<file path="src/rtl/ripple_down_timer_pkg.sv">
// ---------------------------------------------------------------------------
// ripple_timer_pkg
//   Shared constants for the ripple_down_timer slice: FSM state encoding,
//   default parameter values and a helper that sizes the prescaler counter.
//   Optional feature macro used elsewhere in the slice: AUTO_RELOAD_EN.
// ---------------------------------------------------------------------------
package ripple_timer_pkg;

  // FSM state encoding, kept as plain constants for legacy tools.
  localparam logic [0:0] ST_IDLE = 1'b0;
  localparam logic [0:0] ST_RUN  = 1'b1;

  // Default build parameters.
  localparam int DEF_WIDTH    = 2;
  localparam int DEF_PRESCALE = 1;

  // Prescaler counter width: enough bits to hold PRESCALE-1, never below 1
  // so a PRESCALE of 1 still yields a legal vector.
  function automatic int presc_width(input int prescale);
    return (prescale > 1) ? $clog2(prescale) : 1;
  endfunction

endpackage : ripple_timer_pkg

</file>
<file path="src/rtl/ripple_down_timer_if.sv">
// ---------------------------------------------------------------------------
// ripple_down_timer_if
//   Control/status bundle of the down timer.
//   master : drives start, load_val, pause; observes out, busy, done.
//   slave  : the timer itself; the opposite directions.
//   Signals:
//     start    1      one-cycle load-and-run request (level sampled)
//     load_val WIDTH  start value
//     pause    1      freeze count and prescaler while high
//     out      WIDTH  current count
//     busy     1      timer is running
//     done     1      one-cycle expiry pulse
// ---------------------------------------------------------------------------
interface ripple_down_timer_if #(
  parameter int WIDTH = ripple_timer_pkg::DEF_WIDTH
);
  logic             start;
  logic [WIDTH-1:0] load_val;
  logic             pause;
  logic [WIDTH-1:0] out;
  logic             busy;
  logic             done;

  modport master (
    output start, load_val, pause,
    input  out, busy, done
  );

  modport slave (
    input  start, load_val, pause,
    output out, busy, done
  );
endinterface : ripple_down_timer_if

</file>
<file path="src/rtl/ripple_down_timer_tick_gen.sv">
// ---------------------------------------------------------------------------
// tick_gen
//   Prescaler for the down timer. Counts 0..PRESCALE-1 while not held and
//   raises tick on the last count; the counter wraps to 0 on that same edge.
//   With PRESCALE=1 the counter stays at 0 and tick follows ~hold.
//   Ports:
//     clk   in   system clock
//     rst   in   synchronous active-high reset
//     clr   in   clear the prescaler (wins over hold)
//     hold  in   freeze the prescaler and suppress tick
//     tick  out  decrement strobe for the owning timer
// ---------------------------------------------------------------------------
module tick_gen
  import ripple_timer_pkg::*;
#(
  parameter int PRESCALE = DEF_PRESCALE
) (
  input  logic clk,
  input  logic rst,
  input  logic clr,
  input  logic hold,
  output logic tick
);

  localparam int            CW   = presc_width(PRESCALE);
  localparam logic [CW-1:0] LAST = CW'(PRESCALE - 1);

  logic [CW-1:0] cnt;

  // NOTE: sequential state uses non-blocking assignments so every flop
  // samples pre-edge values, independent of block evaluation order.
  always_ff @(posedge clk) begin
    if (rst) begin
      cnt <= '0;
    end else if (clr) begin
      cnt <= '0;
    end else if (!hold) begin
      cnt <= (cnt == LAST) ? '0 : cnt + 1'b1;
    end
  end

  assign tick = !hold && (cnt == LAST);

endmodule : tick_gen

</file>
<file path="src/rtl/ripple_down_timer.sv">
// ---------------------------------------------------------------------------
// ripple_down_timer
//   Loadable down-counting timer. A start loads load_val and counts it down
//   by one per prescaled tick; reaching zero drops busy and pulses done for
//   one cycle. A start with load_val=0 pulses done without running. A start
//   while running restarts the count and clears the prescaler.
//   Optional feature (macro AUTO_RELOAD_EN): on expiry with a non-zero
//   load_val the count reloads and keeps running, pulsing done each period.
//   Ports:
//     clk  in     system clock, rising edge
//     rst  in     synchronous active-high reset
//     bus  slave  ripple_down_timer_if (start, load_val, pause / out, busy, done)
// ---------------------------------------------------------------------------
module ripple_down_timer
  import ripple_timer_pkg::*;
#(
  parameter int WIDTH    = DEF_WIDTH,
  parameter int PRESCALE = DEF_PRESCALE
) (
  input  logic                clk,
  input  logic                rst,
  ripple_down_timer_if.slave  bus
);

  logic [0:0]       state;
  logic [WIDTH-1:0] count;
  logic             done_q;
  logic             tick;
  logic             lv_zero;

  assign lv_zero = (bus.load_val == '0);

  // The prescaler only advances while running and unpaused; a start always
  // re-aligns it so the first step after a (re)load takes a full period.
  tick_gen #(
    .PRESCALE (PRESCALE)
  ) u_tick_gen (
    .clk  (clk),
    .rst  (rst),
    .clr  (bus.start),
    .hold (bus.pause || (state == ST_IDLE)),
    .tick (tick)
  );

  always_ff @(posedge clk) begin
    if (rst) begin
      state  <= ST_IDLE;
      count  <= '0;
      done_q <= 1'b0;
    end else begin
      done_q <= 1'b0;
      if (bus.start) begin
        // Start (or restart) beats any coincident tick or pause.
        if (lv_zero) begin
          state  <= ST_IDLE;
          count  <= '0;
          done_q <= 1'b1;
        end else begin
          state <= ST_RUN;
          count <= bus.load_val;
        end
      end else if ((state == ST_RUN) && tick) begin
        if (count > WIDTH'(1)) begin
          count <= count - 1'b1;
        end else begin
          done_q <= 1'b1;
`ifdef AUTO_RELOAD_EN
          if (!lv_zero) begin
            count <= bus.load_val;
          end else begin
            state <= ST_IDLE;
            count <= '0;
          end
`else
          state <= ST_IDLE;
          count <= '0;
`endif
        end
      end
    end
  end

  assign bus.out  = count;
  assign bus.busy = (state == ST_RUN);
  assign bus.done = done_q;

endmodule : ripple_down_timer

</file>
<file path="src/flat_wrapper.sv">
// flat-port wrapper written by rule: the top's interface ports become plain ports
module ripple_down_timer_flat import ripple_timer_pkg::*;
#(
  parameter int WIDTH    = DEF_WIDTH,
  parameter int PRESCALE = DEF_PRESCALE
)
  (clk, rst, bus_start, bus_load_val, bus_pause, bus_out, bus_busy, bus_done);
  ripple_down_timer_if #(.WIDTH(WIDTH)) bus_i ();
  input  logic clk;
  input  logic rst;
  input wire logic [$bits(bus_i.start)-1:0] bus_start;
  input wire logic [$bits(bus_i.load_val)-1:0] bus_load_val;
  input wire logic [$bits(bus_i.pause)-1:0] bus_pause;
  output wire logic [$bits(bus_i.out)-1:0] bus_out;
  output wire logic [$bits(bus_i.busy)-1:0] bus_busy;
  output wire logic [$bits(bus_i.done)-1:0] bus_done;
  assign bus_i.start = bus_start;
  assign bus_i.load_val = bus_load_val;
  assign bus_i.pause = bus_pause;
  assign bus_out = bus_i.out;
  assign bus_busy = bus_i.busy;
  assign bus_done = bus_i.done;
  ripple_down_timer #(.WIDTH(WIDTH), .PRESCALE(PRESCALE)) u_core (.clk(clk), .rst(rst), .bus(bus_i));
endmodule
</file>
<file path="config.mk">
export PLATFORM = sky130hd
export DESIGN_NAME = ripple_down_timer_flat
export DESIGN_NICKNAME = d
export VERILOG_FILES = /design/src/rtl/ripple_down_timer_pkg.sv /design/src/rtl/ripple_down_timer_if.sv /design/src/rtl/ripple_down_timer_tick_gen.sv /design/src/rtl/ripple_down_timer.sv /design/src/flat_wrapper.sv
export SDC_FILE = /design/constraint.sdc
export NUM_CORES = 1
export LEC_CHECK = 0
export ABC_AREA = 1
export CORE_AREA = 2 2 39 41
export CTS_BUF_LIST = sky130_fd_sc_hd__clkbuf_8
export CTS_CLUSTER_DIAMETER = 60
export DETAILED_ROUTE_END_ITERATION = 10
export DIE_AREA = 0 0 41 43
export HOLD_SLACK_MARGIN = 0.03
export PLACE_DENSITY_LB_ADDON = 0.12
export REMOVE_ABC_BUFFERS = 1
export SYNTH_ARGS = -nofsm -noshare
export SYNTH_HDL_FRONTEND = slang
export SYNTH_HIERARCHICAL = 1
export SYNTH_SLANG_ARGS = --single-unit
</file>
<file path="constraint.sdc">
create_clock -name clk -period 2.9 [get_ports clk]
set_clock_uncertainty 0.15 [all_clocks]
set_input_delay 0.87 -clock clk [delete_from_list [all_inputs] [get_ports clk]]
set_output_delay 0.87 -clock clk [all_outputs]
set_load 0.05 [all_outputs]
</file>
=== After elaboration in Yosys (flattened, before gate mapping) ===
Cells that the tools add are included.

* Logic and storage cells: 31
* Input port bits: 6
* Bits in registers: 5

* $lt $le $gt $ge: 1
* $add $sub $neg: 2
* Bitwise gates (word level): 2
* Equality and inequality tests: 1
* Reduce and logical (&&, ||, !) cells: 8
* Mux-type cells: 13

{| class="wikitable"
|+ Operator list
! kind !! count
|-
| $mux 1 || 9
|-
| $mux 2 || 4
|-
| $gt 2x1->1 const B || 1
|-
| $logic_and 1x1->1 || 2
|-
| $logic_not 2->1 || 1
|-
| $ne 2x2->1 const B || 1
|-
| $not 1->1 || 2
|-
| $reduce_and 2->1 || 1
|-
| $reduce_bool 2->1 || 1
|-
| $reduce_or 2->1 || 1
|-
| $sub 2x1->2 const B || 1
|-
| $add 1x1->1 const B || 1
|-
| $logic_not 1->1 || 1
|-
| $logic_or 1x1->1 || 1
|}

=== Logic depth before layout (Yosys ltp) ===
* Depth in word-level cells: 7
* Gate-level depth with buffers: 9
* Depth with buffers taken out: 9

=== By module ===
The synthesis kept the hierarchy.

{| class="wikitable"
|+ Modules (own cells, without submodules)
! module !! instances !! cells each !! sequential area each (um^2) !! area an instance (um^2)
|-
| ripple_down_timer || 1 || 28 || 80.1 || 182.7
|-
| tick_gen || 1 || 1 || 0.0 || 3.8
|}

=== Least setup slack after synthesis ===
Ideal clock, no wire load.

* Kind: register to output
* Start: reg u_core.state, in the netlist u_core/bus.busy
* End: out bus_busy
* Slack: 1232 ps
* Buffers on the path: 0
* Stages on the path, launching flop included: 1
* Data arrival time: 648 ps
* Data required time: 1880 ps
* Path through: dfxtp_1

{| class="wikitable"
|+ RTL lines
! what !! line !! source
|-
| start: declaration || ripple_down_timer.sv:25 || <nowiki>logic [0:0] state;</nowiki>
|-
| start signal: assignment || ripple_down_timer.sv:47 || <nowiki>state <= ST_IDLE;</nowiki>
|-
| start signal: assignment || ripple_down_timer.sv:55 || <nowiki>state <= ST_IDLE;</nowiki>
|-
| start signal: assignment || ripple_down_timer.sv:59 || <nowiki>state <= ST_RUN;</nowiki>
|-
| end: declaration || flat_wrapper.sv:15 || <nowiki>output wire logic [$bits(bus_i.busy)-1:0] bus_busy;</nowiki>
|}

No word-level cell between the ends.

=== Worst setup path after layout ===
* Start: reg u_core.state, in the netlist u_core/bus.busy
* End: out bus_busy

No word-level cell between the ends.

==> flow_metrics.tcl <==
set metrics [dict create \
    die_w_um 41 \
    fin_worst_hold_slack_ps 353 \
    grt_pass1_wl_um 586 \
    initial_core_util_pct 13.5 \
    cp-start-kind "flop" \
    cts.sinks 4 \
    tightest_slew_ps 500 \
    period_minus_slack_ps 2410 \
    fin_nets 49 \
    drt_iter0_drc 4 \
    synthTopCellsByArea "dfxtp_1, nand2_1, inv_1" \
    yosysMostFrequentCell "nand2_1" \
    multi_input_area_um2 83.8 \
    path_clk_slew_ps 30 \
    dieArea_um2 1760 \
    core_area_um2 1380 \
    synth_flop_cell "dfxtp_1" \
    cts_buffer_depth 2 \
    hp-class "flop to flop" \
    io_pins 10 \
    dp_hpwl_um 352 \
    synthTopCellsByCount "nand2_1, dfxtp_1, inv_1" \
    avgSynthCellArea_um2 6.43 \
    grtUsageTotal_pct 5.73 \
    leakage_nw 0.166 \
    drc_errors 0 \
    finalCritPeriodShare_pct 83.1 \
    hold_viol 0 \
    cp.required_ps 1880 \
    grt_antenna_before_repair 0 \
    report.final.slew_viol_count 0 \
    antenna_cells 0 \
    die_h_um 43 \
    cts_tree "built" \
    synth_edf_count 0 \
    ys_seq_area_share_pct 43.0 \
    final_cell_area_um2 338 \
    rsz0062_at_grt "no" \
    arrival_ps 1390 \
    wirelength_um 404 \
    ff_latch_area_um2 80.1 \
    cp_max_fo 4 \
    setup_viol 0 \
    h-tree-depth 1 \
    power-per-cell-area_nw_per_um2 620 \
    ys_warn_count 6 \
    dp_cells 54 \
    path_delay_family "buffers and inverters" \
    drive_above_1_share_pct 17.1 \
    wl_per_cell_um 7.09 \
    relSlewSlack_pct 66.5 \
    portBuffers 9 \
    final_util_pct 24.4 \
    n_fill_cell 155 \
    gp_congestion 0.687 \
    slowest_delay_ps 820 \
    clock_latency_ps 210 \
    synth_seq_cells 4 \
    status "finished clean" \
    post-cts-setup-buffer-count 0 \
    fin_setup_tns_ps 0 \
    worstSetupPathType "flop to output port" \
    cpMaxStageDelayCell "clkdlybuf4s50_1" \
    vias 197 \
    synth_cell_types 9 \
    maxCapViolations 0 \
    worstPathCellList "clkdlybuf4s50_1" \
    dr.pass1.iters 3 \
    rows 14 \
    vdd_drop_max_mv 0.183 \
    end_kind "output port" \
    cts_buffers 3 \
    grt_pass1_vias 166 \
    overflow 0 \
    layoutNonFillerInstCount 57 \
    synth_top_area_share_pct 43.0 \
    cts_root_buffer "clkbuf_8" \
    area.growth.synth_to_final_pct 81.2 \
    crit_buf_inv 1 \
    cts_hold_buf 0 \
    max_freq_mhz 415 \
    cts_resized 0 \
    drtAntennaViolNets 0 \
    syn_inst 29 \
    post_dp_cell_area_um2 297 \
    synthArstFlopShare_pct 0 \
    synthesis.area_um2 186 \
    vias_per_cell 3.46 \
    yosys.area.top_type "dfxtp_1" \
    grt_max_degree 5 \
]
## state kept, by name, summed over array words and instances, names as in the netlist
name and cells:
u_core/bus.busy 1, u_core/bus.out 2, u_core/bus.done 1
## worst register-to-register path, delay by kind of cell (launching register included)
family	cells	cell delay, ps
flops	1	360
simple gates	2	140
compound gates	2	250
buf+inv	1	60
## per-layer routing
metal  track usage, %  wire [um]  vias up
li1                 -          -      111
met1             5.48        172       82
met4             8.00          0        0
met5                0          0        -
met3             3.14         14        0
met2             6.88        218        4
## cells by family after synthesis
family,Yosys count,share of synthesized area [%]
AO/OA/AOI/OAI,4,10.7
buffers and inverters,6,12.1
flip-flops,4,43.0
AND/OR/NAND/NOR,15,34.2
## final timing paths
check / startpoint / endpoint / slack (ps) / depth (start not counted)
min: u_core/bus.busy / u_core/bus.busy / 350 / 2
min reg2reg: u_core/bus.busy / u_core/bus.busy / 350 / 2
max: u_core/bus.busy / bus_busy / 490 / 1
max reg2reg: u_core/bus.busy / u_core/bus.out[1] / 1820 / 5
## stage by stage
stage | setup slack (ps) | power [mW]
3_3_place_gp | 706 | 0.0970
6_report | 491 | 0.209
4_1_cts | 479 | 0.214
5_1_grt | 455 | 0.219
2_1_floorplan | 1230 | 0.0811
3_5_place_dp | 705 | 0.0969
## power by group
group	total (mW)	switching (mW)	internal (mW)
combinational	0.0347	0.0200	0.0147
sequential	0.0610	0.00220	0.0588
clock	0.114	0.0255	0.0882
## layout by cell type (no fill, tap or decap)
master / synthesis / layout
a21oi_1: 2 / 2
clkbuf_8: 0 / 3
clkdlybuf4s50_1: 0 / 9
dfxtp_1: 4 / 4
inv_1: 4 / 4
inv_2: 2 / 2
nand2_1: 9 / 9
nand2_2: 2 / 2
nand3_1: 2 / 2
nor2_1: 2 / 2
o21ai_0: 2 / 2
## layout make-up
type | instances | share of cell area, %
flip-flops and latches | 4 | 23.7
multi-input cells | 19 | 24.8
inverters | 6 | 6.67
repair buffers | 9 | 26.7
well taps | 16 | 5.93
clock buffers | 3 | 12.2
No activity file was read; power rests on OpenSTA's default activity.
